[src/rtl/ctrl_rst_seq_pkg.sv]
// Shared definitions for the reset sequencer: state encoding, counter width and
// synchronizer depth, plus the delay-to-load-value helper.
package ctrl_rst_seq_pkg;

  localparam int CNT_W      = 16;
  localparam int SYNC_DEPTH = 2;

  typedef logic [CNT_W-1:0] cnt_t;

  typedef enum logic [2:0] {
    ST_IDLE = 3'd0,
    ST_MEM  = 3'd1,
    ST_SYSD = 3'd2,
    ST_CPUD = 3'd3,
    ST_RUN  = 3'd4,
    ST_SOFT = 3'd5
  } state_e;

  // A state lasting N cycles loads N-1 and exits on the cycle the counter reads 0.
  function automatic cnt_t load_val(input int cycles);
    return cnt_t'(cycles - 1);
  endfunction

endpackage

[src/rtl/ctrl_rst_seq_if.sv]
// Signal bundle between the reset sequencer (master) and the subsystems it controls.
// Optional status signals exist only with CTRL_RST_SEQ_STATUS_EN defined.
interface ctrl_rst_seq_if;

  // All signals are plain levels, no valid/ready: mem_rdy may change at any time
  // (it is synchronized inside), soft_req acts on its rising edge only, and every
  // output is a registered level that holds until the sequencer changes state.
  logic mem_rdy;
  logic soft_req;
  logic rst_mem;
  logic rst_sys;
  logic rst_cpu;
  logic seq_done;
  logic mem_to_err;
`ifdef CTRL_RST_SEQ_STATUS_EN
  logic [2:0] seq_state;
  logic [7:0] soft_cnt;
`endif

  modport master (
    input  mem_rdy, soft_req,
    output rst_mem, rst_sys, rst_cpu, seq_done, mem_to_err
`ifdef CTRL_RST_SEQ_STATUS_EN
    , output seq_state, soft_cnt
`endif
  );

  modport slave (
    output mem_rdy, soft_req,
    input  rst_mem, rst_sys, rst_cpu, seq_done, mem_to_err
`ifdef CTRL_RST_SEQ_STATUS_EN
    , input seq_state, soft_cnt
`endif
  );

endinterface

[src/rtl/ctrl_rst_seq_sync2.sv]
// ctrl_sync2: generic multi-bit flop chain synchronizer (depth from the package),
// cleared by the synchronous active-high reset.
module ctrl_sync2
  import ctrl_rst_seq_pkg::*;
#(
  parameter int WIDTH = 1
) (
  input  logic             clk,
  input  logic             rst,
  input  logic [WIDTH-1:0] din,
  output logic [WIDTH-1:0] dout
);

  logic [SYNC_DEPTH-1:0][WIDTH-1:0] stage_q;
  logic [SYNC_DEPTH-1:0][WIDTH-1:0] stage_d;

  always_comb begin
    stage_d = {stage_q[SYNC_DEPTH-2:0], din};
  end

  always_ff @(posedge clk) begin
    if (rst) begin
      stage_q <= '0;
    end else begin
      stage_q <= stage_d;
    end
  end

  assign dout = stage_q[SYNC_DEPTH-1];

endmodule

[src/rtl/ctrl_rst_seq.sv]
// ctrl_rst_seq: releases memory, then system, then CPU resets in order and replays
// system/CPU on a soft request. Defining CTRL_RST_SEQ_STATUS_EN adds seq_state/soft_cnt.
module ctrl_rst_seq
  import ctrl_rst_seq_pkg::*;
#(
  parameter int SYS_DLY  = 16,
  parameter int CPU_DLY  = 16,
  parameter int SOFT_LEN = 32,
  parameter int MEM_TO   = 65535
) (
  input logic            clk,
  input logic            rst,
  ctrl_rst_seq_if.master bus
);

  localparam cnt_t SYS_LD  = load_val(SYS_DLY);
  localparam cnt_t CPU_LD  = load_val(CPU_DLY);
  localparam cnt_t SOFT_LD = load_val(SOFT_LEN);
  localparam cnt_t MEM_LD  = load_val(MEM_TO);

  logic   mrdy_s;
  logic   req_pulse;
  state_e state_q, state_d;
  cnt_t   cnt_q, cnt_d;
  logic   req_prev_q, req_prev_d;
  logic   mrdy_ref_q, mrdy_ref_d;
  logic   rst_mem_q, rst_mem_d;
  logic   rst_sys_q, rst_sys_d;
  logic   rst_cpu_q, rst_cpu_d;
  logic   seq_done_q, seq_done_d;
  logic   mem_to_err_q, mem_to_err_d;

  ctrl_sync2 #(.WIDTH(1)) u_mrdy_sync (
    .clk  (clk),
    .rst  (rst),
    .din  (bus.mem_rdy),
    .dout (mrdy_s)
  );

  assign req_pulse = bus.soft_req & ~req_prev_q;

  always_comb begin
    state_d      = state_q;
    cnt_d        = (cnt_q != '0) ? cnt_q - cnt_t'(1) : '0;
    req_prev_d   = bus.soft_req;
    mrdy_ref_d   = mrdy_ref_q;
    mem_to_err_d = mem_to_err_q;

    // mrdy_ref holds the last memory-ready level seen in MEM or RUN; it is frozen
    // through SOFT/SYSD/CPUD so a loss during a soft reset is caught back in RUN.
    case (state_q)
      ST_IDLE: begin
        state_d    = ST_MEM;
        cnt_d      = MEM_LD;
        mrdy_ref_d = 1'b0;
      end
      ST_MEM: begin
        mrdy_ref_d = mrdy_s;
        if (mrdy_s) begin
          state_d = ST_SYSD;
          cnt_d   = SYS_LD;
        end else if (cnt_q == '0) begin
          mem_to_err_d = 1'b1;
          state_d      = ST_SYSD;
          cnt_d        = SYS_LD;
        end
      end
      ST_SYSD: begin
        if (cnt_q == '0) begin
          state_d = ST_CPUD;
          cnt_d   = CPU_LD;
        end
      end
      ST_CPUD: begin
        if (cnt_q == '0) begin
          state_d = ST_RUN;
        end
      end
      ST_RUN: begin
        if (req_pulse) begin
          state_d = ST_SOFT;
          cnt_d   = SOFT_LD;
        end else begin
          mrdy_ref_d = mrdy_s;
          if (mrdy_ref_q && !mrdy_s) begin
            state_d = ST_IDLE;
          end
        end
      end
      ST_SOFT: begin
        if (cnt_q == '0) begin
          state_d = ST_SYSD;
          cnt_d   = SYS_LD;
        end
      end
      default: begin
        state_d = ST_IDLE;
        cnt_d   = '0;
      end
    endcase

    // Moore outputs decoded from the next state so they move with the state register.
    rst_mem_d  = (state_d == ST_IDLE);
    rst_sys_d  = (state_d == ST_IDLE) || (state_d == ST_MEM) ||
                 (state_d == ST_SYSD) || (state_d == ST_SOFT);
    rst_cpu_d  = (state_d != ST_RUN);
    seq_done_d = (state_d == ST_RUN);
  end

  always_ff @(posedge clk) begin
    if (rst) begin
      state_q      <= ST_IDLE;
      cnt_q        <= '0;
      req_prev_q   <= 1'b0;
      mrdy_ref_q   <= 1'b0;
      rst_mem_q    <= 1'b1;
      rst_sys_q    <= 1'b1;
      rst_cpu_q    <= 1'b1;
      seq_done_q   <= 1'b0;
      mem_to_err_q <= 1'b0;
    end else begin
      state_q      <= state_d;
      cnt_q        <= cnt_d;
      req_prev_q   <= req_prev_d;
      mrdy_ref_q   <= mrdy_ref_d;
      rst_mem_q    <= rst_mem_d;
      rst_sys_q    <= rst_sys_d;
      rst_cpu_q    <= rst_cpu_d;
      seq_done_q   <= seq_done_d;
      mem_to_err_q <= mem_to_err_d;
    end
  end

  assign bus.rst_mem    = rst_mem_q;
  assign bus.rst_sys    = rst_sys_q;
  assign bus.rst_cpu    = rst_cpu_q;
  assign bus.seq_done   = seq_done_q;
  assign bus.mem_to_err = mem_to_err_q;

`ifdef CTRL_RST_SEQ_STATUS_EN
  logic [7:0] soft_cnt_q, soft_cnt_d;

  always_comb begin
    soft_cnt_d = soft_cnt_q;
    if (state_q == ST_SOFT && cnt_q == '0 && soft_cnt_q != 8'hFF) begin
      soft_cnt_d = soft_cnt_q + 8'd1;
    end
  end

  always_ff @(posedge clk) begin
    if (rst) begin
      soft_cnt_q <= '0;
    end else begin
      soft_cnt_q <= soft_cnt_d;
    end
  end

  assign bus.seq_state = state_q;
  assign bus.soft_cnt  = soft_cnt_q;
`endif

  // Zero-length delays would wrap the 16-bit load value.
  param_nonzero_a: assert property (@(posedge clk)
    (SYS_DLY > 0) && (CPU_DLY > 0) && (SOFT_LEN > 0) && (MEM_TO > 0));

endmodule
[src/flat_wrapper.sv]
// flat-port wrapper written by rule: the top's interface ports become plain ports
module ctrl_rst_seq_flat import ctrl_rst_seq_pkg::*;
#(
  parameter int SYS_DLY  = 16,
  parameter int CPU_DLY  = 16,
  parameter int SOFT_LEN = 32,
  parameter int MEM_TO   = 65535
)
  (clk, rst, bus_mem_rdy, bus_soft_req, bus_rst_mem, bus_rst_sys, bus_rst_cpu, bus_seq_done, bus_mem_to_err);
  ctrl_rst_seq_if bus_i ();
  input logic clk;
  input logic rst;
  input wire logic [$bits(bus_i.mem_rdy)-1:0] bus_mem_rdy;
  input wire logic [$bits(bus_i.soft_req)-1:0] bus_soft_req;
  output wire logic [$bits(bus_i.rst_mem)-1:0] bus_rst_mem;
  output wire logic [$bits(bus_i.rst_sys)-1:0] bus_rst_sys;
  output wire logic [$bits(bus_i.rst_cpu)-1:0] bus_rst_cpu;
  output wire logic [$bits(bus_i.seq_done)-1:0] bus_seq_done;
  output wire logic [$bits(bus_i.mem_to_err)-1:0] bus_mem_to_err;
  assign bus_i.mem_rdy = bus_mem_rdy;
  assign bus_i.soft_req = bus_soft_req;
  assign bus_rst_mem = bus_i.rst_mem;
  assign bus_rst_sys = bus_i.rst_sys;
  assign bus_rst_cpu = bus_i.rst_cpu;
  assign bus_seq_done = bus_i.seq_done;
  assign bus_mem_to_err = bus_i.mem_to_err;
  ctrl_rst_seq #(.SYS_DLY(SYS_DLY), .CPU_DLY(CPU_DLY), .SOFT_LEN(SOFT_LEN), .MEM_TO(MEM_TO)) u_core (.clk(clk), .rst(rst), .bus(bus_i));
endmodule
[config.mk]
export PLATFORM = sky130hd
export DESIGN_NAME = ctrl_rst_seq_flat
export DESIGN_NICKNAME = d
export VERILOG_FILES = /design/src/rtl/ctrl_rst_seq_pkg.sv /design/src/rtl/ctrl_rst_seq_if.sv /design/src/rtl/ctrl_rst_seq_sync2.sv /design/src/rtl/ctrl_rst_seq.sv /design/src/flat_wrapper.sv
export SDC_FILE = /design/constraint.sdc
export NUM_CORES = 1
export LEC_CHECK = 0
export CORE_AREA = 8 8 59 61
export DETAILED_ROUTE_END_ITERATION = 10
export DIE_AREA = 0 0 67 69
export GPL_TIMING_DRIVEN = 0
export HOLD_SLACK_MARGIN = 0.15
export PLACE_DENSITY = 0.74
export SLEW_MARGIN = 40
export SYNTH_ARGS = -nofsm -noshare
export SYNTH_HDL_FRONTEND = slang
export SYNTH_SLANG_ARGS = --single-unit
[constraint.sdc]
create_clock -name clk -period 2.3 [get_ports clk]
set_input_delay 0.69 -clock clk [delete_from_list [all_inputs] [get_ports clk]]
set_output_delay 0.69 -clock clk [all_outputs]
set_load 0.02 [all_outputs]
==> results of run 1 <==
[flip-flops by register name, indices dropped and copies added (netlist names)]
name,count
u_core.bus.rst_sys,1
u_core.bus.seq_done,1
u_core.bus.rst_cpu,1
u_core.bus.rst_mem,1
u_core.cnt_q,16
u_core.u_mrdy_sync.stage_d,1
u_core.u_mrdy_sync.dout,1
u_core.state_q,3
u_core.req_prev_q,1
u_core.bus.mem_to_err,1
u_core.mrdy_ref_q,1
[path summary, 6_finish.rpt]
check / endpoint / start / depth (start not counted)
max: u_core.cnt_q[3]$_SDFF_PP0_ / u_core.cnt_q[0]$_SDFF_PP0_ / 8
min: u_core.u_mrdy_sync.dout$_SDFF_PP0_ / u_core.u_mrdy_sync.stage_d[1]$_SDFF_PP0_ / 1
max reg2reg: u_core.cnt_q[3]$_SDFF_PP0_ / u_core.cnt_q[0]$_SDFF_PP0_ / 8
min reg2reg: u_core.u_mrdy_sync.dout$_SDFF_PP0_ / u_core.u_mrdy_sync.stage_d[1]$_SDFF_PP0_ / 1
[synth_stat cells (2+ instances only)]
library cell,number,area (um2)
dfxtp_1,28,561
nor2_1,14,52.6
nand2_1,12,45.0
o21ai_0,11,55.1
a21oi_1,10,50.1
nor3_1,9,45.0
xor2_1,8,70.1
inv_1,7,26.3
a31oi_1,6,37.5
nand2b_1,5,31.3
clkbuf_1,4,15.0
nor2b_1,4,25.0
nand3_1,3,15.0
o22ai_1,3,18.8
o31ai_1,3,22.5
or4_1,3,22.5
xnor2_1,3,26.3
and2_1,2,12.5
buf_2,2,10.0
o21ai_1,2,10.0
o311a_1,2,20.0
o32ai_1,2,17.5
[layout make-up]
cell class | count | area (um2) | area share
sequential | 28 | 561 | 0.358
tap | 31 | 38.8 | 0.0248
multi-input combinational | 121 | 782 | 0.500
clock inverter | 1 | 30.0 | 0.0192
inverter | 7 | 26.3 | 0.0168
timing repair buffer | 8 | 80.1 | 0.0512
clock buffer | 3 | 22.5 | 0.0144
buffer | 6 | 25.0 | 0.0160
[per-stage QoR]
stage	hold WS, ps	TNS, ps
global placement	423	-2350
global route	468	0
floorplan	414	0
CTS	461	0
finish	458	0
detailed placement	429	-2800
[worst max-delay path: stages (launching register included)]
cell,delay (ps)
dfxtp_1,350
inv_1,80
ha_1,220
nor4b_2,330
nand4_2,260
clkbuf_1,300
a21oi_1,200
nor3_1,70
o22ai_1,190
[layout by cell type (no fill, tap or decap), drive strengths merged, types with 3 or more instances in the layout]
cell type,count
a21oi,11
a31oi,6
clkbuf,7
clkdlybuf4s50,8
dfxtp,28
inv,7
nand2,12
nand2b,5
nand3,3
nor2,14
nor2b,4
nor3,9
nor4,3
o21ai,13
o22ai,3
o31ai,3
or4,3
xnor2,3
xor2,8
[routing by layer]
layer,vias up,wire (um),global-route usage
li1,613,-,-
met1,568,1320,0.158
met2,19,1420,0.219
met3,4,89,0.0242
met4,0,25,0.0442
met5,-,0,0
[power groups by stage]
stage / Sequential (mW) / Clock [mW] / Combinational (mW)
3_3_place_gp: 0.590 / 0 / 0.212
4_1_cts: 0.583 / 0.327 / 0.220
5_1_grt: 0.590 / 0.341 / 0.253
2_1_floorplan: 0.587 / 0 / 0.165
3_5_place_dp: 0.593 / 0 / 0.216
6_report: 0.583 / 0.316 / 0.223
[what timing repair did]
item / in CTS / in global routing
resized for setup: 1 / 1
setup endpoints to repair: 6 / 3
pin swaps: 0 / 0
hold buffers: 0 / 0
[kinds of logic after synthesis]
group                      after synthesis  synth area share
AOI/OAI and AO/OA                       47             0.216
xor gates and xnor gates                11            0.0698
adders and majority gates                1           0.00906
buffers and inverters                   13            0.0372
DFF                                     28             0.406
and+or+nand+nor                         62             0.262
==> impl_metrics.ini, run 1 <==
[synthesis]
synth-edff-count = 0
synth_area_um2 = 1380
syn_avg_cell_area_um2 = 8.52
synthesis.nets = 167
synth.distinct_cells = 41
netlist_instances = 162
ys_warn_count = 0
yosysSeqAreaShare = 0.406
synth-async-reset-ratio = 0
synth_flop_cell = dfxtp_1
synth-seq-cells = 28

[pwr]
p_leak_nw = 0.580
pwr-share-clk = 0.282
p_per_area_nw_per_um2 = 717
seq_power_share = 0.520
vdd.ir_drop.worst_mv = 0.563
switching_power_mw = 0.316
p_comb_frac = 0.199
p_int_mw = 0.806
swShare = 0.282
total_power_mw = 1.12

[placed_design]
placed_area_um2 = 1500
hpwl_um = 2110
gp_congestion = 0.868
place_ws_ps = -429
port_buffers = 8
placed_cells = 201

[route]
first_iter_violations = 76
vias_per_cell = 5.87
drtAntennaViolNets = 0
vias = 1204
wl_um = 2860
drc = 0
first_pass_iters = 4
wl_per_cell_um = 13.9

[status]
status = finished, final reports clean

[global_routing]
grt_max_degree = 17
grt_util_all_layers = 0.130
grt_pass1_vias = 1154
grt_antenna_before_repair = 0
globalRouteOverflowTotal = 0
grt_pass1_wl_um = 5040

[timing]
setup_slack_ps = 241
rsz0062_at_grt = false
finalMaxSlewViolations = 0
slew_headroom = 0.540
setup_violations = 0
hold_viol = 0
period_share = 0.895
finalClockSkew_ps = 4.67
fmax_mhz = 486
worstMarginPinSlew_ps = 685
period_needed_ps = 2060

[cells_and_area]
instances_no_fill = 205
fillCellCount = 242
area_growth_pct = 13.4
fin_util = 0.599
drive_above_1_share = 0.0747
n_antenna_cell = 0
final_area_um2 = 1570
nNetsFinal = 180

[clock_tree]
cts_tree = built
cts-buffers-inserted = 3
cts_max_level = 1
worstSkewPairLatency_ps = 320
root_buffer = clkbuf_4
post_cts_buffers = 0
clockBufferDepth = 2
clock-sinks = 28
path_clk_slew_ps = 150

[floorplanning]
die_area_um2 = 4620
coreArea_um2 = 2620
die-width_um = 67
start_util = 0.528
chipHeight_um = 69
num_rows = 19
io_pins = 9

[critical_path]
crit_path_start_kind = register
critPathCaptureType = register
critPathMaxFanout = 10
crit_required_ps = 2560
ff2ff_setup_slack_ps = 240
crit_type = register to register
cp.arrival_ps = 2320

[flow_run]
drv_cap = 0

[worst_hold_path]
hp-class = register to register
(Power assumes the default switching activity.)
==> inputs of run 2 (changes only) <==
PLACE_DENSITY = 0.78   (was 0.74)
==> impl_metrics.ini, run 2 (synthesized netlist as in run 1, its figures left out) <==
[status]
status = finished, final reports clean

[clock_tree]
clockBufferDepth = 2
clock-sinks = 28
cts-buffers-inserted = 3
cts_hold_buf = 0
worstSkewPairLatency_ps = 330
path_clk_slew_ps = 140
cts_max_level = 1
post_cts_buffers = 0
root_buffer = clkbuf_4
cts_tree = built

[global_routing]
globalRouteOverflowTotal = 0
grt_pass1_vias = 1248
grt_antenna_before_repair = 0
grt_util_all_layers = 0.140
grt_max_degree = 16
grt_pass1_wl_um = 5400

[floorplanning]
coreArea_um2 = 2620
die_area_um2 = 4620
io_pins = 9
num_rows = 19
die-width_um = 67
start_util = 0.528
chipHeight_um = 69

[timing]
whs_ps = 461
worstMarginPinSlew_ps = 782
hold_viol = 0
slew_headroom = 0.475
finalClockSkew_ps = 2.46
finalMaxSlewViolations = 0
period_needed_ps = 2070
period_share = 0.899
rsz0062_at_grt = false
fmax_mhz = 484
setup_violations = 0

[pwr]
vdd.ir_drop.worst_mv = 0.430
p_per_area_nw_per_um2 = 675
p_leak_nw = 0.583
swShare = 0.306
pwr-share-clk = 0.226
p_comb_frac = 0.216
seq_power_share = 0.558
switching_power_mw = 0.322
p_int_mw = 0.730

[critical_path]
critPathMaxFanout = 8
r2r_cells = 7
r2r_start = u_core.cnt_q[0]$_SDFF_PP0_
crit_required_ps = 2530
ff2ff_setup_slack_ps = 230
crit_path_start_kind = register
critPathCaptureType = register
r2r_end = u_core.bus.rst_sys$_SDFF_PP1_
crit_type = register to register
cp.arrival_ps = 2300

[cells_and_area]
drive_above_1_share = 0.0805
instances_no_fill = 205
final_common_cell = dfxtp_1
area_growth_pct = 13.0
fillCellCount = 237
final_cell_mix = dfxtp_1 (28), nor2_1 (14), nand2_1 (12), o21ai_0 (11), a21oi_1 (10)
nNetsFinal = 180
largest_register_ff_count = 16
largest_register = u_core.cnt_q
largestRegisters = u_core.cnt_q: 16 flops, u_core.state_q: 3 flops
n_antenna_cell = 0

[worst_hold_path]
hp-class = register to register
hold_start = u_core.u_mrdy_sync.stage_d[1]$_SDFF_PP0_
min_to = u_core.u_mrdy_sync.dout$_SDFF_PP0_
hold_depth = 1

[route]
drtAntennaViolNets = 0
vias_per_cell = 5.96
first_pass_iters = 4
wl_um = 2990
drc = 0
first_iter_violations = 89
vias = 1222
wl_per_cell_um = 14.6

[placed_design]
hpwl_um = 2230
placed_cells = 201
port_buffers = 8
gp_congestion = 0.836

[flow_run]
drv_cap = 0
## run 2: cell count changes in the layout (fill, tap and decap cells not counted), sizes merged
cell / before / now
clkbuf: 7 / 8
bufinv: 1 / 0
## run 2: layer usage
metal  vias to the layer above  part of all wire  global-route usage
met5                         -                 0                   0
met2                        12              0.51               0.227
met3                         5             0.022              0.0242
met1                       593              0.46               0.173
met4                         0             0.015              0.0605
li1                        612                 -                   -
## run 2: metrics by stage
step	TNS [ps]	area, um2	power [mW]	utilization	setup slack (ps)
detailed placement	-3890	1500	0.813	0.573	-485
CTS	0	1540	1.05	0.589	140
floorplan	0	1380	0.752	-	450
global route	0	1560	1.12	0.596	28.6
finish	0	1560	1.05	0.596	233
global placement	-2570	1500	0.800	0.573	-362
## run 2: worst max path at each step
stage	from	to	slack (ps)	cells after the start
finish	u_core.cnt_q[0]$_SDFF_PP0_	u_core.bus.rst_sys$_SDFF_PP1_	230	7
global route	u_core.cnt_q[0]$_SDFF_PP0_	u_core.bus.rst_cpu$_SDFF_PP1_	30	7
CTS	bus_soft_req	u_core.cnt_q[15]$_SDFF_PP0_	140	6
global placement	bus_soft_req	u_core.cnt_q[14]$_SDFF_PP0_	-360	6
floorplan	bus_soft_req	u_core.cnt_q[10]$_SDFF_PP0_	450	5
detailed placement	bus_soft_req	u_core.cnt_q[15]$_SDFF_PP0_	-480	6
## run 2: power groups by stage
stage | clock network [mW] | registers (mW) | logic [mW]
5_1_grt | 0.263 | 0.596 | 0.257
3_3_place_gp | 0 | 0.589 | 0.210
3_5_place_dp | 0 | 0.594 | 0.219
4_1_cts | 0.247 | 0.583 | 0.221
2_1_floorplan | 0 | 0.587 | 0.165
6_report | 0.238 | 0.587 | 0.227
## run 2: critical path, stage by stage, from the launching register on
cell and delay (ps):
dfxtp_1 350, inv_1 80, ha_1 240, nor4b_4 300
nand4_2 270, or3_1 400, a21oi_2 230, o21ai_1 100
## run 2: area by class of cell
cell class / instances / area, um2 / area share
well taps: 31 / 38.8 / 0.0249
repair buffers: 8 / 80.1 / 0.0514
flip-flops and latches: 28 / 561 / 0.360
clock buffers: 4 / 36.3 / 0.0233
multi-input cells: 121 / 791 / 0.507
plain buffers: 6 / 26.3 / 0.0169
inverters: 7 / 26.3 / 0.0169
## run 2: what timing repair did
item	4_1_cts	5_1_grt
gates resized for setup	1	4
pin swaps	0	1
setup endpoints to repair	6	11
==> inputs of run 3 (changes only) <==
ABC_CLOCK_PERIOD_IN_PS = 2300   (was not set)
==> results of run 3 <==
Final layout, timing and power as in run 2 (identical DEF).
